## config.mk

```make
export PLATFORM = sky130hd
export DESIGN_NAME = dmem_ctrl
export DESIGN_NICKNAME = d
export VERILOG_FILES = /design/src/rtl/dmem_ctrl_pkg.sv /design/src/rtl/dmem_rr_arb.sv /design/src/rtl/dmem_ctrl.sv
export SDC_FILE = /design/constraint.sdc
export NUM_CORES = 1
export LEC_CHECK = 0
export CAP_MARGIN = 20
export CELL_PAD_IN_SITES_DETAIL_PLACEMENT = 0
export CELL_PAD_IN_SITES_GLOBAL_PLACEMENT = 2
export CORE_ASPECT_RATIO = 1.2
export CORE_MARGIN = 8
export CORE_UTILIZATION = 19
export DETAILED_ROUTE_END_ITERATION = 10
export HOLD_SLACK_MARGIN = 0.06
export PLACE_DENSITY = 0.83
export REMOVE_ABC_BUFFERS = 1
export SLEW_MARGIN = 20
export SYNTH_ARGS = -nofsm -noshare
export SYNTH_HDL_FRONTEND = slang
export SYNTH_SLANG_ARGS = --single-unit
export TNS_END_PERCENT = 50
```

## constraint.sdc

```tcl
create_clock -name clk -period 2.5 [get_ports clk]
set_input_delay 0.375 -clock clk [delete_from_list [all_inputs] [get_ports clk]]
set_output_delay 0.375 -clock clk [all_outputs]
set_load 0.02 [all_outputs]
```

## src/rtl/dmem_ctrl_pkg.sv

```systemverilog
// rtl/dmem_ctrl_pkg.sv - shared types and defaults for the data memory access controller
package dmem_ctrl_pkg;

  localparam int unsigned DMEM_DEPTH = 100;
  localparam int unsigned DMEM_AW    = 32;
  localparam int unsigned DMEM_DW    = 32;
  localparam int unsigned DMEM_LENW  = 8;

  typedef enum logic [1:0] {
    ST_IDLE  = 2'd0,
    ST_BURST = 2'd1,
    ST_DONE  = 2'd2
  } ld_state_e;

endpackage

```

## src/rtl/dmem_rr_arb.sv

```systemverilog
// rtl/dmem_rr_arb.sv - two-requester round-robin arbiter (CPU vs burst loader)
module dmem_rr_arb (
  input  logic clk,
  input  logic rst,
  input  logic req_cpu,
  input  logic req_ld,
  output logic gnt_cpu,
  output logic gnt_ld
);

  // 1 = loader won the last contended cycle; only contended cycles move it
  logic last_ld_q;

  always_comb begin
    gnt_cpu = req_cpu && (!req_ld || last_ld_q);
    gnt_ld  = req_ld && (!req_cpu || !last_ld_q);
  end

  always_ff @(posedge clk or negedge rst) begin
    if (!rst) begin
      last_ld_q <= 1'b1;
    end else if (req_cpu && req_ld) begin
      last_ld_q <= gnt_ld;
    end
  end

endmodule

```

## src/rtl/dmem_ctrl.sv

```systemverilog
// rtl/dmem_ctrl.sv - single-port data memory sharing between MEM stage and burst loader
module dmem_ctrl
  import dmem_ctrl_pkg::*;
#(
  parameter int unsigned DEPTH = DMEM_DEPTH,
  parameter int unsigned AW    = DMEM_AW,
  parameter int unsigned DW    = DMEM_DW,
  parameter int unsigned LENW  = DMEM_LENW
) (
  input  logic            clk,
  input  logic            rst,
  input  logic            cpu_req,
  input  logic            cpu_we,
  input  logic [AW-1:0]   cpu_addr,
  input  logic [DW-1:0]   cpu_wd,
  output logic [DW-1:0]   cpu_rd,
  output logic            cpu_stall,
  input  logic            ld_start,
  input  logic [AW-1:0]   ld_base,
  input  logic [LENW-1:0] ld_len,
  input  logic            ld_valid,
  input  logic [DW-1:0]   ld_wd,
  output logic            ld_ready,
  output logic            ld_busy,
  output logic            ld_done,
  output logic            ld_err,
  output logic            oor_flag,
  output logic [AW-1:0]   mem_addr,
  output logic [DW-1:0]   mem_wd,
  output logic            mem_we,
  input  logic [DW-1:0]   mem_rd
);

  ld_state_e       state_q, state_d;
  logic [AW-1:0]   base_q, base_d;
  logic [LENW-1:0] len_q, len_d;
  logic [LENW-1:0] cnt_q, cnt_d;
  logic            err_q, err_d;
  logic            oor_q, oor_d;

  logic            gnt_cpu, gnt_ld;
  logic [AW:0]     ld_end;
  logic            range_ok;
  logic            cpu_oor;
  logic [AW-1:0]   ld_addr;

  // No grants while reset is held, so the CPU sees a stall and nothing is written
  dmem_rr_arb u_arb (
    .clk     (clk),
    .rst     (rst),
    .req_cpu (cpu_req && rst),
    .req_ld  ((state_q == ST_BURST) && ld_valid && rst),
    .gnt_cpu (gnt_cpu),
    .gnt_ld  (gnt_ld)
  );

  assign ld_end   = {1'b0, ld_base} + {{(AW+1-LENW){1'b0}}, ld_len};
  assign range_ok = ld_end <= (AW+1)'(DEPTH);
  assign cpu_oor  = cpu_addr >= AW'(DEPTH);
  assign ld_addr  = base_q + {{(AW-LENW){1'b0}}, cnt_q};

  always_comb begin
    state_d = state_q;
    base_d  = base_q;
    len_d   = len_q;
    cnt_d   = cnt_q;
    err_d   = 1'b0;
    oor_d   = oor_q | (gnt_cpu & cpu_oor);
    case (state_q)
      ST_IDLE: begin
        if (ld_start) begin
          if (ld_len == '0) begin
            state_d = ST_DONE;
          end else if (range_ok) begin
            state_d = ST_BURST;
            base_d  = ld_base;
            len_d   = ld_len;
            cnt_d   = '0;
          end else begin
            err_d = 1'b1;
          end
        end
      end
      ST_BURST: begin
        if (gnt_ld) begin
          cnt_d = cnt_q + LENW'(1);
          if (cnt_q == len_q - LENW'(1)) state_d = ST_DONE;
        end
      end
      ST_DONE: state_d = ST_IDLE;
      default: state_d = ST_IDLE;
    endcase
  end

  always_ff @(posedge clk or negedge rst) begin
    if (!rst) begin
      state_q <= ST_IDLE;
      base_q  <= '0;
      len_q   <= '0;
      cnt_q   <= '0;
      err_q   <= 1'b0;
      oor_q   <= 1'b0;
    end else begin
      state_q <= state_d;
      base_q  <= base_d;
      len_q   <= len_d;
      cnt_q   <= cnt_d;
      err_q   <= err_d;
      oor_q   <= oor_d;
    end
  end

  always_comb begin
    mem_addr = '0;
    mem_wd   = '0;
    mem_we   = 1'b0;
    cpu_rd   = '0;
    if (gnt_cpu) begin
      mem_addr = cpu_addr;
      mem_wd   = cpu_wd;
      mem_we   = cpu_we && !cpu_oor;
      cpu_rd   = cpu_oor ? '0 : mem_rd;
    end else if (gnt_ld) begin
      mem_addr = ld_addr;
      mem_wd   = ld_wd;
      mem_we   = 1'b1;
    end
  end

  assign cpu_stall = cpu_req && !gnt_cpu;
  assign ld_ready  = gnt_ld;
  assign ld_busy   = (state_q == ST_BURST);
  assign ld_done   = (state_q == ST_DONE);
  assign ld_err    = err_q;
  assign oor_flag  = oor_q;

endmodule

```

==> results.md <==
Yosys:
- Summing every instance area after synthesis gives 5070 sq um.
- The number of synthesized flops with an enable pin is 0.
- After synthesis, the mean cell area works out to 7.95 sq um.
- After synthesis, the share of flip-flops with an asynchronous set or reset is 1.00.
- The leading register cell type out of synthesis is sky130_fd_sc_hd__dfrtp_1.
- The number of cells produced by synthesis is 638.
- Synthesis inferred 53 register bits.
- The portion of the post-synthesis area used by sequential elements is 0.262.
- For this run, the number of Yosys warnings is 0.
- The count of unique library cells instantiated by Yosys is 67.

Route:
- In the final routed layout, each cell accounts on average for 18.0 microns.
- The number of remaining DRC errors is 0.
- After detailed routing, the total wire length is 25800 microns.
- The count of nets left with antenna violations once routing finished came out at 0.
- The number of vias per cell is 4.70.
- The detailed router finished its first iteration with 205 violations.
- The number of iterations in the first detailed-routing pass is 6.
- The routed layout has 6728 vias.

Clocking:
- In this run the number of H-tree levels came out at 2.
- The root cell of the clock tree is sky130_fd_sc_hd__clkbuf_16.
- The number of clock sinks is 53.
- The clock edge transition at the registers on the reported setup and hold paths is 0.07 ns.
- Buffers inserted during clock tree synthesis total 5.
- The clock latency of the later-clocked register in the worst-skew pair is 0.28 ns.
- Counting along the longest clock path gives a buffer depth of 2.
- TritonCTS built the clock tree.

Floorplanning:
- The effective utilization at floorplan is 0.193.
- The die is 195 microns tall.
- The die covers 32200 sq um.
- The total number of placement rows is 65.
- The number of top-level pins is 277.
- The core area is 26300 sq um.
- The die width is 165 microns.

Setup path:
- STA classifies the critical path endpoint as a register.
- The count of buffering cells on the critical path with inverters included is 4.
- The worst setup path is launched from an input pin.
- The most numerous cell type found on the critical path is sky130_fd_sc_hd__nand4_1.
- Broken down by cell family, the worst path's largest delay share belongs to compound AO/OA/AOI/OAI gates.
- The critical path start-end classification is input pin to register.
- The data arrival time of the critical path is 3.30 ns.
- The critical path data required time is 2.67 ns.
- Of all nets on the critical path, the largest fanout is 8.
- The largest single stage delay on the critical path is 0.36 ns.
- The signal on the critical path passes through buf_8, ha_4, fa_2, a211o_1, nand4_1, nand2_2, buf_6, a311o_1, a221oi_2, nand4_1, nor4_4, buf_4, buf_12, mux2_4.
- The slowest stage of the critical path is the sky130_fd_sc_hd__fa_2 cell.

Timing:
- Setup repair after global routing could not meet its margin everywhere.
- Setup violations remaining at the end of the flow were counted as 88.
- At the pin with the least slew margin, the transition time is 0.641 ns.
- The highest achievable clock rate is 320 MHz.
- The final-report max-slew violation count is 0.
- The final worst slack is -0.628 ns.
- The worst hold margin is 0.315 ns.
- Dividing the final minimum period by the clock period gives 1.25.
- For the finished layout, the period the worst path requires is 3.13 ns.
- Measured against its own limit, the worst slew margin works out to 0.573.
- The number of hold-slack violations in the final timing report was 0.
- On the final layout, the worst clock skew is 0.00826 ns.

Min path:
- The min-delay analysis places its worst path in the category input pin to asynchronous set/reset pin.

Pwr:
- The clock network fraction of total power is 0.269.
- The internal power of the cells totals 1.76 mW.
- The standby leakage power is 5.14 nW.
- The share of total power dissipated in combinational logic is 0.376.
- In this run the power spent charging and discharging nets is 0.663 mW.
- The sequential cell fraction of total power is 0.355.
- Across the VDD grid, the largest voltage drop is 0.000244 V.
- Of the total power, the share spent switching nets is 0.274.
- The power density of the placed cells is 226 nW/um^2.
- The sum of internal, switching and leakage power is 2.42 mW.

Placed design:
- At the end of routability-driven placement, the weighted congestion stood at 0.859.
- The half-perimeter wire length of the detailed placement result is 20200 microns.
- In this run the tool buffered the top-level ports with 276 buffer cells.
- Once placement completed, the tool counted placed cells totaling 1394.
- Timing analysis after detailed placement gives a worst setup slack of -1.44 ns.

Global routing:
- The initial antenna violation count was 1.
- For this run the aggregate overflow at the end of global routing stands at 0.
- The wire length of the first global-routing pass is 37600 microns.
- The maximum number of pins on one net before global-route repair is 52.
- The via count of the first global-routing pass is 6933.
- In the global route stage, overall resource usage came out at 0.145.

Finish:
- The library cell used most frequently in the layout, excluding fill and tap cells, is sky130_fd_sc_hd__buf_4.
- In the layout the commonest cells are sky130_fd_sc_hd__buf_4 (217), sky130_fd_sc_hd__clkdlybuf4s50_1 (141), sky130_fd_sc_hd__nand2_1 (65).
- The post-route non-filler standard cell count is 1433.
- The sequential cell area is 1330 sq um.
- The multi-input combinational cells in the finished layout cover a total of 4220 sq um.
- In the final layout, the share of cells above drive strength 1 is 0.386.
- The area growth from synthesis to layout is 111%.
- Counting the fill cells in the layout gives 2632.
- For this run, the post-layout net count is 1290.

Job:
- The tool flagged a number of max-cap violations equal to 0.

Status:
- The checks that failed: setup timing.
- The run finished, with violations left.
state kept, by name, indices dropped and copies added, names as in the netlist:
| name | count |
|---|---|
| oor_flag | 1 |
| len_q | 8 |
| ld_err | 1 |
| base_q | 32 |
| u_arb.last_ld_q | 1 |
| state_q | 2 |
| cnt_q | 8 |
routing by layer:
layer,up-vias,global-route usage,share of wire
met4,0,0.0361,0.023
met2,226,0.275,0.52
met3,25,0.0250,0.079
li1,3321,-,-
met1,3156,0.161,0.38
met5,-,0,0
synthesized netlist by cell type (3+ instances only):
library cell | number | area, sq um
sky130_fd_sc_hd__dfrtp_1 | 52 | 1300
sky130_fd_sc_hd__or3_1 | 5 | 31.3
sky130_fd_sc_hd__a21o_1 | 6 | 45.0
sky130_fd_sc_hd__nand2_1 | 75 | 282
sky130_fd_sc_hd__a22o_1 | 34 | 298
sky130_fd_sc_hd__o21bai_1 | 3 | 22.5
sky130_fd_sc_hd__nand3_1 | 28 | 140
sky130_fd_sc_hd__a2bb2oi_1 | 4 | 35.0
sky130_fd_sc_hd__ha_1 | 18 | 225
sky130_fd_sc_hd__a211oi_1 | 5 | 37.5
sky130_fd_sc_hd__nand2b_1 | 7 | 43.8
sky130_fd_sc_hd__o22ai_1 | 4 | 25.0
sky130_fd_sc_hd__nand4_1 | 23 | 144
sky130_fd_sc_hd__and3_1 | 39 | 244
sky130_fd_sc_hd__and4_1 | 3 | 26.3
sky130_fd_sc_hd__xor2_1 | 16 | 140
sky130_fd_sc_hd__buf_4 | 3 | 22.5
sky130_fd_sc_hd__a31oi_1 | 6 | 37.5
sky130_fd_sc_hd__inv_1 | 15 | 56.3
sky130_fd_sc_hd__clkbuf_1 | 25 | 93.8
sky130_fd_sc_hd__o21ai_1 | 7 | 35.0
sky130_fd_sc_hd__a21oi_1 | 15 | 75.1
sky130_fd_sc_hd__mux2_1 | 16 | 180
sky130_fd_sc_hd__nor3_1 | 26 | 130
sky130_fd_sc_hd__nor4_1 | 14 | 87.6
sky130_fd_sc_hd__a211o_1 | 3 | 26.3
sky130_fd_sc_hd__nor2_1 | 36 | 135
sky130_fd_sc_hd__nor4b_1 | 3 | 26.3
sky130_fd_sc_hd__nor2b_1 | 24 | 150
sky130_fd_sc_hd__o21ai_0 | 26 | 130
sky130_fd_sc_hd__o21a_1 | 3 | 22.5
sky130_fd_sc_hd__a32oi_1 | 4 | 35.0
sky130_fd_sc_hd__mux2i_1 | 4 | 40.0
sky130_fd_sc_hd__o31ai_1 | 4 | 30.0
sky130_fd_sc_hd__buf_2 | 4 | 20.0
sky130_fd_sc_hd__or2_2 | 3 | 18.8
sky130_fd_sc_hd__xnor2_1 | 20 | 175
sky130_fd_sc_hd__o211ai_1 | 15 | 113
path summary, 6_finish.rpt:
kind / cells after the start / from / slack [ns] / to
worst max-delay path: 14 / ld_len[0] / -0.63 / base_q[5]
worst min-delay path: 2 / rst / 0.32 / base_q[1]
worst max register to register: 9 / state_q[1] / 0.45 / state_q[1]
worst min register to register: 2 / oor_flag / 0.48 / oor_flag
max in group asynchronous: 3 / rst / 1.63 / u_arb.last_ld_q
min in group clk: 2 / ld_base[0] / 0.32 / base_q[0]
power by group through the flow:
| stage | clock [mW] | combinational (mW) | sequential, mW |
|---|---|---|---|
| 4_1_cts | 0.670 | 0.909 | 0.859 |
| 3_3_place_gp | 0 | 0.872 | 0.875 |
| 6_report | 0.652 | 0.910 | 0.859 |
| 5_1_grt | 0.701 | 0.975 | 0.859 |
| 3_5_place_dp | 0 | 0.874 | 0.875 |
| 2_1_floorplan | 0 | 0.252 | 0.876 |
final cells by class:
class | count | share of cell area
flip-flops and latches | 53 | 0.124
inverters | 16 | 0.00561
multi-input cells | 535 | 0.394
repair buffers | 485 | 0.424
diodes | 1 | 0.000234
well taps | 335 | 0.0392
clock buffers | 8 | 0.0127
kinds of logic after synthesis:
group / count (synthesis) / share of synthesized area
flip-flops: 53 / 0.262
buffers and inverters: 51 / 0.0424
AO/OA/AOI/OAI: 159 / 0.226
multiplexers: 22 / 0.0478
XOR/XNOR: 36 / 0.0621
adder cells (fa/ha/maj): 20 / 0.0523
AND/OR/NAND/NOR: 297 / 0.308
timing repair:
action                                  CTS  global route
gates resized for setup                 501           148
cloned                                    5             6
pin swaps                                66            45
endpoints found under the hold margin     0             1
endpoints found under the setup margin  149           147
setup buffers                            18             8
hold buffers                              0             1
metrics by stage:
step                area, sq um  utilization  setup TNS [ns]
global placement           9550        0.364         -121.24
global route              10700        0.407          -47.11
finish                    10700        0.407          -38.36
CTS                       10300        0.391          -46.38
detailed placement         9550        0.364         -123.11
floorplan                  4920            -         -450.94
Power figures use the tool's default switching activity.
